**src/rtl/seq_divider.sv**
```systemverilog
// Iterative restoring divider: signed/unsigned, K quotient bits per cycle,
// divide-by-zero flag, valid/ready on both the operand and result sides.
module seq_divider #(
  parameter int N = 64,
  parameter int M = 64,
  parameter int K = 1
) (
  input  logic         clk,
  input  logic         rst,
  input  logic         in_valid,
  output logic         in_ready,
  input  logic         in_signed,
  input  logic [N-1:0] dividend,
  input  logic [M-1:0] divisor,
  output logic         out_valid,
  input  logic         out_ready,
  output logic [N-1:0] quotient,
  output logic [M-1:0] remainder,
  output logic         div_by_zero,
  output logic         busy
);

  typedef enum logic [1:0] {IDLE, CALC, FIX, DONE} state_e;

  localparam int ITERS = N / K;
  localparam int CW    = $clog2(ITERS + 1);

  state_e         state_q, state_d;
  logic [N-1:0]   dvd_q, dvd_d;        // dividend magnitude, quotient shifts in at the LSB
  logic [M-1:0]   dvs_q, dvs_d;
  logic [M:0]     rem_q, rem_d;
  logic [CW-1:0]  cnt_q, cnt_d;
  logic           quo_neg_q, quo_neg_d;
  logic           rem_neg_q, rem_neg_d;
  logic [N-1:0]   quotient_q, quotient_d;
  logic [M-1:0]   remainder_q, remainder_d;
  logic           dbz_q, dbz_d;
  logic           out_valid_q, out_valid_d;

  logic           op_neg_dvd, op_neg_dvs;
  logic [N-1:0]   dvd_mag;
  logic [M-1:0]   dvs_mag;
  logic [N-1:0]   step_dvd;
  logic [M:0]     step_rem;

  // Full-width two's-complement negation: the most negative value maps to 2^(W-1).
  assign op_neg_dvd = in_signed & dividend[N-1];
  assign op_neg_dvs = in_signed & divisor[M-1];
  assign dvd_mag    = op_neg_dvd ? -dividend : dividend;
  assign dvs_mag    = op_neg_dvs ? -divisor  : divisor;

  // K chained restoring steps; the partial remainder stays below the divisor,
  // so its low M bits plus the incoming dividend bit form the M+1 bit trial.
  always_comb begin
    logic [M:0] trial;
    logic       qbit;
    step_rem = rem_q;
    step_dvd = dvd_q;
    trial    = '0;
    qbit     = 1'b0;
    for (int i = 0; i < K; i++) begin
      trial = {step_rem[M-1:0], step_dvd[N-1]};
      if (trial >= {1'b0, dvs_q}) begin
        step_rem = trial - {1'b0, dvs_q};
        qbit     = 1'b1;
      end else begin
        step_rem = trial;
        qbit     = 1'b0;
      end
      step_dvd = {step_dvd[N-2:0], qbit};
    end
  end

  always_comb begin
    // NOTE: every *_d gets its hold value first so no path leaves it unassigned (no latches).
    state_d     = state_q;
    dvd_d       = dvd_q;
    dvs_d       = dvs_q;
    rem_d       = rem_q;
    cnt_d       = cnt_q;
    quo_neg_d   = quo_neg_q;
    rem_neg_d   = rem_neg_q;
    quotient_d  = quotient_q;
    remainder_d = remainder_q;
    dbz_d       = dbz_q;
    out_valid_d = out_valid_q;

    case (state_q)
      IDLE: begin
        if (in_valid) begin
          quo_neg_d = op_neg_dvd ^ op_neg_dvs;
          rem_neg_d = op_neg_dvd;
          dvs_d     = dvs_mag;
          rem_d     = '0;
          cnt_d     = '0;
          if (divisor == '0) begin
            dvd_d   = dividend;   // raw operand: the zero-divisor result has no sign handling
            state_d = DONE;
          end else begin
            dvd_d   = dvd_mag;
            state_d = CALC;
          end
        end
      end
      CALC: begin
        dvd_d = step_dvd;
        rem_d = step_rem;
        cnt_d = cnt_q + CW'(1);
        if (cnt_q == CW'(ITERS - 1)) state_d = FIX;
      end
      FIX: begin
        quotient_d  = quo_neg_q ? -dvd_q : dvd_q;
        remainder_d = rem_neg_q ? -rem_q[M-1:0] : rem_q[M-1:0];
        dbz_d       = 1'b0;
        out_valid_d = 1'b1;
        state_d     = DONE;
      end
      DONE: begin
        // Entering DONE with out_valid low means a zero divisor: load that result now.
        if (!out_valid_q) begin
          quotient_d  = '1;
          remainder_d = dvd_q[M-1:0];
          dbz_d       = 1'b1;
          out_valid_d = 1'b1;
        end else if (out_ready) begin
          out_valid_d = 1'b0;
          state_d     = IDLE;
        end
      end
      default: state_d = IDLE;
    endcase
  end

  // NOTE: sequential state is updated with non-blocking assignments only.
  always_ff @(posedge clk or posedge rst) begin
    if (rst) begin
      state_q     <= IDLE;
      dvd_q       <= '0;
      dvs_q       <= '0;
      rem_q       <= '0;
      cnt_q       <= '0;
      quo_neg_q   <= 1'b0;
      rem_neg_q   <= 1'b0;
      quotient_q  <= '0;
      remainder_q <= '0;
      dbz_q       <= 1'b0;
      out_valid_q <= 1'b0;
    end else begin
      state_q     <= state_d;
      dvd_q       <= dvd_d;
      dvs_q       <= dvs_d;
      rem_q       <= rem_d;
      cnt_q       <= cnt_d;
      quo_neg_q   <= quo_neg_d;
      rem_neg_q   <= rem_neg_d;
      quotient_q  <= quotient_d;
      remainder_q <= remainder_d;
      dbz_q       <= dbz_d;
      out_valid_q <= out_valid_d;
    end
  end

  assign in_ready    = (state_q == IDLE);
  assign busy        = (state_q != IDLE);
  assign out_valid   = out_valid_q;
  assign quotient    = quotient_q;
  assign remainder   = remainder_q;
  assign div_by_zero = dbz_q;

endmodule

```
**config.mk**
```make
export PLATFORM = sky130hd
export DESIGN_NAME = seq_divider
export DESIGN_NICKNAME = d
export VERILOG_FILES = /design/src/rtl/seq_divider.sv
export SDC_FILE = /design/constraint.sdc
export NUM_CORES = 1
export LEC_CHECK = 0
export BUFFER_PORTS_ARGS = -buffer_cell sky130_fd_sc_hd__buf_2
export CORE_MARGIN = 10
export CORE_UTILIZATION = 60
export DETAILED_ROUTE_END_ITERATION = 16
export GPL_TIMING_DRIVEN = 0
export PLACE_DENSITY = 0.8
export SYNTH_ARGS = -nofsm -noshare
export SYNTH_HDL_FRONTEND = slang
export SYNTH_SLANG_ARGS = --single-unit
```
**constraint.sdc**
```tcl
create_clock -name clk -period 16.2 [get_ports clk]
set_clock_uncertainty 0.05 [all_clocks]
set_input_delay 3.24 -clock clk [delete_from_list [all_inputs] [get_ports clk]]
set_output_delay 3.24 -clock clk [all_outputs]
set_load 0.005 [all_outputs]
```
== Word-level counts from Yosys, hierarchy flattened ==
Cells that the tools add are included.

* Logic and storage cells: 67
* Output and inout port bits: 132
* Input port bits: 133
* Bits in registers: 333

* Magnitude comparators: 1
* Equality and inequality tests: 9
* $add $sub $neg: 6
* Reductions and logical operators: 9
* Mux-type cells: 28
* Bitwise gates (word level): 3

{| class="wikitable"
|+ Operator list
! kind !! count
|-
| 64-bit two-way mux || 10
|-
| 64-bit one-hot mux with 2 select lines || 4
|-
| 64-bit negator || 4
|-
| 65-bit by 64-bit greater-or-equal comparator with 1-bit output || 1
|-
| 64-bit logical NOT || 1
|-
| 64-bit subtractor || 1
|-
| 7-bit one-hot mux with 2 select lines || 1
|-
| 2-bit two-way mux || 5
|-
| 2-bit != test (second input constant) || 5
|-
| 2-bit one-hot mux with 4 select lines || 1
|-
| 7-bit by 1-bit adder with 7-bit output (second input constant) || 1
|-
| 7-bit by 6-bit equality test with 1-bit output (second input constant) || 1
|-
| 7-bit two-way mux || 1
|-
| 2-bit AND reduction || 3
|-
| 2-bit nonzero test || 3
|-
| 2-bit equality test (second input constant) || 2
|-
| 1-bit two-way mux || 4
|-
| 1-bit one-hot mux with 2 select lines || 2
|-
| 4-bit AND reduction || 1
|-
| 1-bit bitwise AND || 2
|-
| 2-bit by 1-bit equality test with 1-bit output (second input constant) || 1
|-
| 2-bit logical NOT || 1
|-
| 1-bit bitwise XOR || 1
|}

== Logic depth before layout (Yosys ltp) ==
Gate-level depths: netlist of run 1.

* Depth after elaboration: 5
* Gate-level depth with buffers: 18
* Mapped depth without buffers: 16

== Least setup slack after synthesis of run 1 ==
OpenSTA, ideal clock, no wires.

* Path kind: in2reg
* Start point: input divisor[53]
* End point: register dvd_q[62]
* Data required time: 16023 ps
* Buffers on the path: 1
* Slack: 9786 ps
* Data arrival time: 6237 ps
* Library setup time: 127 ps
* Stages: 13
* Cell sequence: or3_1 or2_2 or3_1 or3_1 or2_2 nor4_1 nand2_1 nand3_1 clkbuf_1 nor2_1 xor2_1 a222oi_1 inv_1

* Cells in the longest elaborated chain, start to end: 4

{| class="wikitable"
|+ Ends and longest elaborated chain
! element !! RTL line !! source
|-
| start, declared || 14 || <nowiki>input logic [M-1:0] divisor,</nowiki>
|-
| 64-bit logical NOT || 96 || <nowiki>if (divisor == '0) begin</nowiki>
|-
| 64-bit two-way mux || 96 ||
|-
| 64-bit two-way mux || 90 || <nowiki>if (in_valid) begin</nowiki>
|-
| 64-bit one-hot mux with 2 select lines || 88 || <nowiki>case (state_q)</nowiki>
|-
| end signal, assigned || 150 || <nowiki>dvd_q <= dvd_d;</nowiki>
|-
| end, declared || 29 || <nowiki>logic [N-1:0] dvd_q, dvd_d;</nowiki>
|}

No other way between the ends. The select of a mux whose other input is x is not followed.
A chain may end at the register's enable or synchronous reset.

== Final worst setup path of run 1 ==
Same ends and word-level chain as after synthesis.

==> results.md, run 1 <==
* CTS tree: done
* Total power at 6.24 mW
* First-pass detailed-route iteration total at 8
* Die area at 45600 µm²
* Post-synth net total at 2906
* Final net count at 3212
* Vias in the first global route at 21200
* Fmax at 139 MHz
* Gr usage total at 32.9%
* Grt total ovfl at 0
* IO buf count at 264
* Cell Rows at 70
* Area Overhead vs Synth at 14.8%
* Postcts setup bufs at 0
* Initial antenna violation count at 6
* Die Y at 213 µm
* Tmin final at 7.21 ns
* DR vias at 21800
* I/O pin count at 265
* Clk sinks at 333
* Worst Setup Start Kind: input pin
* DRC Markers at 0
* DP Wirelength at 60.1 mm
* Post-cts resize count at 0
* WL/cell at 21.8 µm
* Power density over cell area at 242 nW/µm²
* Outcome: complete, no violations
* Clk pin slew, worst setup/hold paths at 0.06 ns
* Clock power share at 14.9%
* CP Cell Sequence: buf_2 -> or3_1 -> or2_2 -> or3_1 -> or3_1 -> or2_2 -> nor4_1 -> nand2_1 -> nand3_1 -> clkbuf_1 -> nor2_1 -> xor2_1 -> a222oi_1 -> inv_1
* Final number of max-transition violations at 0
* Worst Tran Pin Value at 1.02 ns
* Mean Syn Cell Area at 8.32 µm²
* CP Data Arrival Time at 7.61 ns
* Cells after synthesis at 2699
* GP Congestion at 1.00
* Switching power share of the total at 49.0%
* Via-per-instance ratio at 6.22
* Post-synth EDFFs at 0
* First-pass GRT wire length at 118 mm
* Crit. End Element: flop
* H-tree levels at 2
* Static Leak at 11.1 nW
* Maximum vdd drop at 0.114 mV
* R2R setup slack at 11.16 ns
* Setup-failing EPs final at 0
* Share of layout cells above drive strength 1 at 12.0%
* Most common cell on crit path: or3_1
* Root buf cell: clkbuf_16
* Seq cells post-synth at 333
* Synth async-reset ratio at 100%
* Sequential area share after synthesis at 37.1%
* Max Root-Sink Buffers at 3
* Initial Utilization at 61.0%
* Crit-path max cell delay at 0.72 ns
* Setup_tns at 0 ns
* Ys flop type: dfrtp_1
* RSZ-0062 raised after global routing: false
* DRT Wirelength at 76.5 mm
* Core ar. at 36800 µm²
* Synth Cell Area at 22400 µm²
* Clock latency at the later pin of the worst-skew pair at 0.58 ns
* Yosys cell types at 73
* Final ANT Viol Nets at 0
* # Max-Cap Violations at 0
* Worst hold path type: flop to flop
* Final Util at 70.1%
* DRT iter0 DRCs at 2422
* Tcrit/Tclk final at 44.5%
* Final hold vios at 0
* Headroom to the max-slew limit at 31.8%
* Pint at 3.18 mW
* CP max stage cell: nor4_1
* Hold-fix buffers at CTS at 0
* Switching power at 3.06 mW
* Flop pwr share at 26.8%
* YS warnings at 0
* Kind of critical path: input pin to flop
* CTS Buf Count at 38
* CP max FO at 10
* DIE WIDTH at 213 µm
* Largest net degree at the start of global routing at 136
* Worst EP required at 16.61 ns
* Combinational power share at 58.2%
[logic make-up after synthesis]
family | after synthesis | share of synthesized area [%]
compound gates | 875 | 22.6
mux | 65 | 2.91
flops | 333 | 37.1
buf+inv | 268 | 4.54
simple gates | 773 | 16.5
xor+xnor | 311 | 12.1
fa+ha+maj | 74 | 4.16
[routing by layer]
layer / vias up / global-route usage, % / part of all wire, %
met5: - / 0 / 0.035
met4: 4 / 15.2 / 4.5
met1: 10300 / 42.8 / 41
met3: 216 / 5.26 / 8.4
li1: 10200 / - / -
met2: 1033 / 53.1 / 46
[stage by stage]
step	hold WS [ns]	setup WS, ns	cells	instance area, µm²
CTS	0.435	8.68	3500	25800
detailed placement	0.419	8.08	3433	24400
global placement	0.413	0.615	3431	24400
global route	0.456	8.70	3503	25800
finish	0.429	8.99	3504	25800
floorplan	0.400	3.69	2699	22400
[path summary, 6_finish.rpt]
check                                  from      endpoint  cells past startpoint
min in group asynchronous               rst  quotient[10]                      2
worst min register to register    dvs_q[40]     dvs_q[40]                      2
max in group asynchronous               rst     dvs_q[58]                      3
worst min-delay path              dvs_q[40]     dvs_q[40]                      2
worst max-delay path            divisor[53]     dvd_q[62]                     14
worst max register to register     rem_q[3]     rem_q[24]                     16
[registers in the layout, summed over array words and instances, names as in the netlist]
name,cells
cnt_q,7
div_by_zero,1
dvd_q,64
dvs_q,64
out_valid,1
quo_neg_q,1
quotient,64
rem_neg_q,1
rem_q,64
remainder,64
state_q,2
[Yosys cell counts (24+ instances only)]
cell	n	area (µm²)
xor2_1	213	1870
o31ai_1	63	473
ha_1	73	913
a21oi_1	280	1400
o41ai_1	25	219
nand3_1	29	145
dfrtp_1	333	8330
o22ai_1	61	382
nand4_1	24	150
nor3_1	35	175
xnor2_1	98	858
inv_1	107	402
a21o_1	31	233
o21ai_0	318	1590
clkbuf_1	143	537
or3_1	63	394
mux2i_1	63	631
nor2_1	198	743
nand2_1	290	1090
[final cells by class]
type                       count  area [µm²]
fill                        2997       11000
inverter                     107         409
tap                          468         586
antenna                        4        10.0
timing repair buffer         266        1380
clock inverter                12         206
clock buffer                  55        1140
sequential                   333        8330
multi-input combinational   2098       13100
buffer                       161         618
[worst max-delay path, delay by kind of cell]
family / cells / cell delay, ns
xor gates and xnor gates: 1 / 0.17
buffers and inverters: 3 / 0.77
AOI/OAI and AO/OA: 1 / 0.30
and+or+nand+nor: 9 / 3.12
[power by group through the flow]
stage | Combinational (mW) | Sequential [mW] | Clock [mW]
after floorplan | 2.56 | 1.51 | 0
after global placement | 3.49 | 1.64 | 0
after detailed placement | 3.56 | 1.66 | 0
after CTS | 3.59 | 1.65 | 0.933
after global routing | 4.01 | 1.71 | 0.968
final | 3.63 | 1.67 | 0.931
[cells in the final DEF, fill, tap and decap left out, types with 14 or more instances in the layout]
cell,synthesis,layout
a21o_1,31,31
a21oi_1,280,280
a31oi_1,14,14
buf_2,5,269
clkbuf_1,143,149
clkbuf_16,0,39
dfrtp_1,333,333
ha_1,73,73
inv_1,107,106
mux2i_1,63,63
nand2_1,290,290
nand2b_1,21,21
nand3_1,29,29
nand4_1,24,24
nor2_1,198,198
nor2b_1,14,14
nor3_1,35,35
nor4_1,19,18
o21ai_0,318,318
o22ai_1,61,61
o31ai_1,63,63
o41ai_1,25,25
or3_1,63,63
or4_1,21,21
xnor2_1,98,98
xor2_1,213,213
No activity file was read; power rests on OpenSTA's default activity.
==> run 2: changes to the inputs <==
- CORE_UTILIZATION: 60 -> 54
- PLACE_DENSITY: 0.8 -> 0.76
- clock period: 16.2 -> 6.6 ns (I/O delays scaled with it)
==> results.md, run 2 (same netlist as run 1, synthesis figures left out) <==
* Tmin final at 5.40 ns
* IO buf count at 264 (unchanged)
* Top cell family by delay on the critical path: simple AND/OR/NAND/NOR gates (unchanged)
* Core ar. at 40900 µm² (was 36800 µm²)
* Met1 Usage GRT at 38.3% (was 42.8%)
* Gr usage total at 29.3% (was 32.9%)
* Max Root-Sink Buffers at 3 (unchanged)
* DR vias at 21600 (was 21800)
* Placed inst area at 24600 µm² (was 24400 µm²)
* Finished layout cell area at 25800 µm² (about the same)
* Final net count at 3219 (was 3212)
* GP Congestion at 0.963 (was 1.00)
* Total power at 15.1 mW (was 6.24 mW)
* Die area at 50100 µm² (was 45600 µm²)
* Outcome: complete, no violations (unchanged)
* Met2 usage at 47.1% (was 53.1%)
* Commonest non-fill, non-tap cell in the layout: dfrtp_1 (unchanged)
* CTS Buf Count at 38 (unchanged)
* DRT iter0 DRCs at 2034 (was 2422)
* Tcrit/Tclk final at 81.8%
* Postcts setup bufs at 0 (unchanged)
* Via-per-instance ratio at 6.04 (was 6.22)
* Final number of max-transition violations at 0 (unchanged)
* First-pass GRT wire length at 118 mm (about the same)
* Post-cts resize count at 0 (unchanged)
* DP Wirelength at 61.4 mm (was 60.1 mm)
* Hold-fix buffers at CTS at 0 (unchanged)
* Kind of critical path: input pin to flop (unchanged)
* H-tree levels at 2 (unchanged)
* Worst EP required at 6.96 ns (was 16.61 ns)
* DRC Markers at 0 (unchanged)
* I/O pin count at 265 (unchanged)
* Multi-input gate area at 13100 µm² (about the same)
* Hold Path Stages at 2 (unchanged)
* PnR worst setup slack at 1.20 ns (was 8.99 ns)
* RSZ-0062 raised after global routing: false (unchanged)
* Pre-CTS WS at 0.423 ns (was 8.08 ns)
* Largest net degree at the start of global routing at 46 (was 136)
* R2R setup slack at 1.63 ns (was 11.16 ns)
* Worst hold path type: flop to flop (unchanged)
* Static Leak at 11.1 nW (about the same)
* Share of layout cells above drive strength 1 at 12.2% (was 12.0%)
* Most used routing layer: met2 (unchanged)
* CP max FO at 10 (unchanged)
* FF+latch area at 8330 µm² (unchanged)
* Clk pin slew, worst setup/hold paths at 0.06 ns (about the same)
* Grt total ovfl at 0 (unchanged)
* Crit. End Element: flop (unchanged)
* Area Overhead vs Synth at 15.1% (was 14.8%)
* Maximum vdd drop at 0.227 mV (was 0.114 mV)
* Clk sinks at 333 (unchanged)
* M3 GR Usage at 4.75% (was 5.26%)
* CP Buf/Inv Count at 2 (was 3)
* WL/cell at 21.4 µm (was 21.8 µm)
* Critical path depth at 14 (unchanged)
* Final ANT Viol Nets at 0 (unchanged)
* Most frequent cells in the layout: 333 x dfrtp_1, 318 x o21ai_0, 290 x nand2_1 (unchanged)
* Worst Setup Start Kind: input pin (unchanged)
* # Max-Cap Violations at 0 (unchanged)
* Root buf cell: clkbuf_16 (unchanged)
* CP Cell Sequence: buf_2 -> or3_1 -> or2_2 -> or3_1 -> or3_1 -> or2_2 -> nor4_1 -> a21oi_1 -> clkbuf_1 -> o31ai_1 -> xor2_1 -> nor2_1 -> a21oi_1 -> o21ai_0 (was buf_2 -> or3_1 -> or2_2 -> or3_1 -> or3_1 -> or2_2 -> nor4_1 -> nand2_1 -> nand3_1 -> clkbuf_1 -> nor2_1 -> xor2_1 -> a222oi_1 -> inv_1)
* Final hold vios at 0 (unchanged)
* Cell Rows at 74 (was 70)
* Die Y at 224 µm (was 213 µm)
* DRT Wirelength at 76.4 mm (was 76.5 mm)
* First-pass detailed-route iteration total at 5 (was 8)
* Initial antenna violation count at 1 (was 6)
* Final Util at 63.1% (was 70.1%)
* Vias in the first global route at 21100 (was 21200)
* Crit-path max cell delay at 0.73 ns (was 0.72 ns)
* Power density over cell area at 585 nW/µm² (was 242 nW/µm²)
* Initial Utilization at 54.9% (was 61.0%)
* Most common cell on crit path: or3_1 (unchanged)
* DIE WIDTH at 224 µm (was 213 µm)
* CTS tree: done (unchanged)
* Setup-failing EPs final at 0 (unchanged)
* Clock latency at the later pin of the worst-skew pair at 0.55 ns (was 0.58 ns)
* # fillers at 3548 (was 2997)
* CP max stage cell: nor4_1 (unchanged)
* Cell count of the worst reg-to-reg path at 17 (was 16)
* Fmax at 185 MHz
* Worst Tran Pin Value at 0.948 ns (was 1.02 ns)
* Headroom to the max-slew limit at 36.8% (was 31.8%)
* CP Data Arrival Time at 5.76 ns (was 7.61 ns)
-- run 2: cell types whose count changed in the layout (fill, tap and decap cells not counted), moves of 2 or more --
cell,change
clkbuf_8,-3
clkinvlp_4,+3
diode_2,-3
buf_12,+8
buf_16,-2
bufinv_16,-3
clkinv_2,+4
-- run 2: routing by layer --
| metal | routed length (µm) | vias up |
|---|---|---|
| li1 | - | 10200 |
| met1 | 32200 | 10300 |
| met2 | 35000 | 937 |
| met3 | 6070 | 154 |
| met4 | 3220 | 0 |
| met5 | 0 | - |
-- run 2: tightest hold or removal path, stage by stage, from the launching register on --
cell,delay (ns)
dfrtp_1,0.34
nand2_1,0.05
o21ai_0,0.06
-- run 2: path summary, 6_finish.rpt --
path,start,endpoint
min,dvs_q[52],dvs_q[52]
max,divisor[53],dvd_q[3]
max in group asynchronous,rst,remainder[49]
min reg2reg,dvs_q[52],dvs_q[52]
max reg2reg,rem_q[15],rem_q[24]
min in group asynchronous,rst,remainder[14]
-- run 2: area by class of cell --
| class | count | share of cell area (%) |
|---|---|---|
| clock buffer | 51 | 4.14 |
| antenna | 1 | 0.00968 |
| multi-input combinational | 2098 | 50.7 |
| tap | 532 | 2.58 |
| buffer | 161 | 2.39 |
| inverter | 107 | 1.57 |
| sequential | 333 | 32.2 |
| clock inverter | 17 | 0.639 |
| timing repair buffer | 273 | 5.75 |
-- run 2: per-stage QoR --
step	hold WS [ns]	TNS (ns)	cells
2_1_floorplan	0.400	0	2699
3_3_place_gp	0.415	-290.67	3495
3_5_place_dp	0.422	0	3503
4_1_cts	0.435	0	3571
5_1_grt	0.460	0	3573
6_report	0.429	0	3573
-- run 2: where the power goes --
| group | switching, mW | total, mW | internal [mW] | leakage, nW |
|---|---|---|---|---|
| Combinational | 5.51 | 8.95 | 3.43 | 6.54 |
| Sequential | 1.09 | 4.07 | 2.99 | 3.94 |
| Clock | 0.882 | 2.11 | 1.22 | 0.606 |
